### src/rtl/method_call_sequencer.sv
// Sequencer for one method's req/busy/return handshake: settles, issues RUNS calls back to back,
// checks each return bit, and guards every call with a cycle watchdog.
module method_call_sequencer #(
  parameter int unsigned RUNS           = 1,
  parameter int unsigned SETTLE_CYCLES  = 4,
  parameter int unsigned TIMEOUT_CYCLES = 100000
) (
  input  logic        clk,
  input  logic        reset,
  input  logic        start,
  output logic        method_req,
  input  logic        method_busy,
  input  logic        method_return,
  output logic        done,
  output logic        pass,
  output logic        timeout,
  output logic [15:0] run_count,
  output logic [15:0] fail_count,
  output logic [31:0] last_latency
);

  localparam int unsigned CW = 32;
  localparam int unsigned NW = 16;

  typedef enum logic [2:0] {
    S_IDLE, S_SETTLE, S_ISSUE, S_WAIT_BUSY, S_WAIT_DONE, S_CHECK, S_FINISH
  } state_e;

  state_e          state_q, state_d;
  logic [CW-1:0]   cyc_q, cyc_d;
  logic            req_q, req_d;
  logic            done_q, done_d;
  logic            pass_q, pass_d;
  logic            timeout_q, timeout_d;
  logic            ret_q, ret_d;
  logic [NW-1:0]   run_q, run_d;
  logic [NW-1:0]   fail_q, fail_d;
  logic [CW-1:0]   lat_q, lat_d;

  always_ff @(posedge clk or posedge reset) begin
    if (reset) begin
      state_q   <= S_IDLE;
      cyc_q     <= '0;
      req_q     <= 1'b0;
      done_q    <= 1'b0;
      pass_q    <= 1'b0;
      timeout_q <= 1'b0;
      ret_q     <= 1'b0;
      run_q     <= '0;
      fail_q    <= '0;
      lat_q     <= '0;
    end else begin
      state_q   <= state_d;
      cyc_q     <= cyc_d;
      req_q     <= req_d;
      done_q    <= done_d;
      pass_q    <= pass_d;
      timeout_q <= timeout_d;
      ret_q     <= ret_d;
      run_q     <= run_d;
      fail_q    <= fail_d;
      lat_q     <= lat_d;
    end
  end

  // cyc_q doubles as the settle counter and, from ISSUE on, the cycles elapsed since ISSUE.
  always_comb begin
    state_d   = state_q;
    cyc_d     = cyc_q;
    timeout_d = timeout_q;
    ret_d     = ret_q;
    run_d     = run_q;
    fail_d    = fail_q;
    lat_d     = lat_q;
    req_d     = 1'b0;
    done_d    = 1'b0;
    pass_d    = 1'b0;

    unique case (state_q)
      S_IDLE, S_FINISH: begin
        if (start) begin
          state_d   = S_SETTLE;
          cyc_d     = '0;
          timeout_d = 1'b0;
          run_d     = '0;
          fail_d    = '0;
          lat_d     = '0;
        end
      end
      S_SETTLE: begin
        if (cyc_q >= CW'(SETTLE_CYCLES - 1)) begin
          state_d = S_ISSUE;
          cyc_d   = '0;
        end else begin
          cyc_d = cyc_q + CW'(1);
        end
      end
      S_ISSUE: begin
        cyc_d   = cyc_q + CW'(1);
        state_d = S_WAIT_BUSY;
      end
      S_WAIT_BUSY: begin
        cyc_d = cyc_q + CW'(1);
        if (cyc_q >= CW'(TIMEOUT_CYCLES)) begin
          timeout_d = 1'b1;
          state_d   = S_FINISH;
        end else if (method_busy) begin
          state_d = S_WAIT_DONE;
        end
      end
      S_WAIT_DONE: begin
        cyc_d = cyc_q + CW'(1);
        if (cyc_q >= CW'(TIMEOUT_CYCLES)) begin
          timeout_d = 1'b1;
          state_d   = S_FINISH;
        end else if (!method_busy) begin
          ret_d   = method_return;
          state_d = S_CHECK;
        end
      end
      S_CHECK: begin
        lat_d = cyc_q;
        run_d = (run_q == '1) ? run_q : run_q + NW'(1);
        if (!ret_q) fail_d = (fail_q == '1) ? fail_q : fail_q + NW'(1);
        cyc_d   = '0;
        state_d = (run_d == NW'(RUNS)) ? S_FINISH : S_ISSUE;
      end
      default: state_d = S_IDLE;
    endcase

    // Outputs are registered from the next state so they line up with the state they describe.
    req_d  = (state_d == S_ISSUE) || (state_d == S_WAIT_BUSY);
    done_d = (state_d == S_FINISH);
    pass_d = (state_d == S_FINISH) && (fail_d == '0) && !timeout_d;
  end

  assign method_req   = req_q;
  assign done         = done_q;
  assign pass         = pass_q;
  assign timeout      = timeout_q;
  assign run_count    = run_q;
  assign fail_count   = fail_q;
  assign last_latency = lat_q;

endmodule

### config.mk
export PLATFORM = sky130hd
export DESIGN_NAME = method_call_sequencer
export DESIGN_NICKNAME = d
export VERILOG_FILES = /design/src/rtl/method_call_sequencer.sv
export SDC_FILE = /design/constraint.sdc
export NUM_CORES = 1
export LEC_CHECK = 0
export CAP_MARGIN = 10
export CORE_MARGIN = 3
export CORE_UTILIZATION = 46
export CTS_CLUSTER_DIAMETER = 50
export DETAILED_ROUTE_END_ITERATION = 10
export PLACE_DENSITY = 0.64
export SLEW_MARGIN = 25
export SYNTH_ARGS = -nofsm -noshare
export SYNTH_HDL_FRONTEND = slang
export SYNTH_SLANG_ARGS = --single-unit
### constraint.sdc
create_clock -name clk -period 4.6 [get_ports clk]
set_input_delay 0.69 -clock clk [delete_from_list [all_inputs] [get_ports clk]]
set_output_delay 0.69 -clock clk [all_outputs]
set_load 0.02 [all_outputs]
==> metrics.txt <==
outcome=finished, final reports clean; Die X=116 um; # Post-CTS Setup Buffers=0; Setup crit start kind=primary input; Worst VDD drop=0.000188 V; share of the yosys chip area belonging to registers=0.466; Worst-path clk slew=0.07 ns; via count=between 4000 and 5000; CP required=around 4.9 ns; Tot Pwr=2.73 mW; leakage power=2.77 nW; first-pass GRT wire length=23100 um; worst rel slew slack=0.472; Initial Utilization=0.479; pin count of the biggest net entering global routing=51; Hold Fails Final Rpt=0; Post-route DRC=0; Synth Area in XOR/XNOR=0.0423; Synth area leader=dfrtp_1; most frequent cells after synthesis=dfrtp_1, nand2_1, o21ai_0; Async S/R FF share, synth=1.00; Cells after DPL=~800; vias in the first global route=approximately 4600; final WL=13900 um; slowest stage delay, CP=between 0.5 and 0.6 ns; Tot GR Track Use=0.214; clock latency on the worst-skew pair=between 0.3 and 0.4 ns; initial antenna violation count=0; GPL Wtd Cong=roughly 0.91; Post-layout nets=689; Chip Height=116 um; worst slew pin tran=0.793 ns; CP Class=primary input to flop; Area Growth Syn to Fin=19.4%; Final Worst Setup Slack=1.56 ns; Detailed Place HPWL=9770 um; IO Pins=73; number of synthesized flops with an enable pin=0; CTS root buf=clkbuf_16; CTS Buffer Depth=2; Mean Syn Cell Area=8.84 um2; f_max=329 MHz; library cells used by synthesis=66; die area=0.0135 mm2; post-CTS sizing=0; master of the slowest instance on the critical path=clkdlybuf4s50_1; post-route insts no fill=828; Fillers=around 1100; simple-gate share of the synthesized area=0.270; main combinational cell family by area after synthesis=simple AND/OR/NAND/NOR gates; Buffers on Ports=72; main area contributors after synthesis=dfrtp_1, nand2_1, o21ai_0, nor2_1, xor2_1; complex-gate fraction of the synthesized area=0.152; Ys Warns=0; RSZ-0062 raised after global routing=no; Primary FF master, synth=dfrtp_1; mux share of post-synthesis cell area=0.0184; CTS Hold Buffers Added=0; top-area cell type share of the netlist area=0.466; minimum clock period=3.04 ns; Setup Skew=between 0.007 and 0.008 ns; Final ANT Viol Nets=0; Setup WS pre-CTS=1.19 ns; top-count cell post-synth=dfrtp_1; CP top delay family=simple AND/OR/NAND/NOR gates; Post-Syn Area=0.00559 mm2; Power Density=409 mW/mm2; per-cell routed wire length=~17 um; htree depth=3; Max-cap violations=0; Clock Sink Count=104; fraction of layout cells with a size suffix above 1=0.0555; data arrival time of the worst path=3.32 ns; Final Setup Violations=0; GR Overflow Total=0; vias per inst=between 5 and 6; FP Rows=39; DRT iter0 DRCs=361; Buf/Inv on CP=2; post-synthesis adder-cell area fraction=0.00896; CTS tree=done; # diodes=0; worst-path cell chain=clkdlybuf4s50_1 > or4b_4 > nand2_2 > buf_4 > a211oi_1 > nor3_1 > nand4b_1 > nor4_2 > and4b_1; post-route clock period utilization=0.660; count of final max-slew check failures=0; DRT Pass-1 Iters=5; Syn Inst Count=between 600 and 700; crit-path max FO=35; Setup crit end kind=flop; Tightest Hold Check Type=flop to flop; CTS Buf Count=9; Yosys reg bits=104; core area=~0.012 mm2; Final TNS setup=0 ns; Post-Syn Nets=641
==> path summary, 6_finish.rpt <==
path                                  start  cells past startpoint  slack [ns]                to
max in group asynchronous             reset                      3        2.99  last_latency[26]
max reg2reg                    run_count[0]                      8        1.79              pass
min                        last_latency[24]                      2        0.53  last_latency[24]
min reg2reg                last_latency[24]                      2        0.53  last_latency[24]
max                                   start                      9        1.56              pass
min in group asynchronous             reset                      2        0.79     run_count[12]
==> power by group <==
group	internal, mW	switching [mW]
clock network	0.445	0.349
logic	0.299	0.486
registers	1.00	0.152
total	1.74	0.987
==> sequential cells by signal, indices dropped and copies added (netlist names), 3 cells and up <==
register	count
cyc_q	32
last_latency	32
fail_count	16
run_count	16
state_q	3
==> per-layer routing <==
| metal | vias up | wire length, um | GRT usage |
|---|---|---|---|
| li1 | 2382 | - | - |
| met1 | 2340 | 6430 | 0.297 |
| met2 | 153 | 6540 | 0.346 |
| met3 | 22 | 711 | 0.0368 |
| met4 | 0 | 240 | 0.0657 |
| met5 | - | 0 | 0 |
==> layout make-up <==
type	count	area, um2	share of cell area
multi-input cells	472	2750	0.412
flip-flops and latches	104	2600	0.390
repair buffers	79	773	0.116
clock buffers	10	239	0.0358
well taps	143	179	0.0268
clock inverters	6	73.8	0.0111
inverters	14	55.1	0.00826
==> metrics by stage <==
stage / utilization / cell area (um2) / hold slack (ns)
after global placement: 0.545 / 6360 / 0.523
after floorplan: - / 5590 / 0.473
final: 0.572 / 6670 / 0.531
after detailed placement: 0.545 / 6360 / 0.519
after global routing: 0.572 / 6670 / 0.566
after CTS: 0.572 / 6670 / 0.535
==> tightest hold or removal path, stage by stage (launching register included) <==
cell,delay (ns)
dfrtp_1,0.38
nand2_1,0.05
o21ai_0,0.06
==> layout by cell type, fill, tap and decap left out, types with 5 or more instances in the layout <==
cell type and instances:
dfrtp_1 104, nand2_1 97, clkdlybuf4s50_1 72, o21ai_0 64, nor2_1 47, nand3_1 33, nand4_1 20, xor2_1 19
a21oi_1 18, nor3_1 16, nor4_1 15, inv_1 13, and4_1 11, and3_1 11, clkbuf_16 9, mux2i_1 8
a31oi_1 8, xnor2_1 8, buf_4 7, nor2b_1 6, and2_1 6, a211oi_1 5
==> cell families after synthesis <==
group	Yosys count
AND/OR/NAND/NOR	294
AO/OA/AOI/OAI	137
flip-flops	104
buffers and inverters	56
XOR/XNOR	27
multiplexers	10
adder cells (fa/ha/maj)	4
Note: power is estimated with default switching activity, not from simulation.
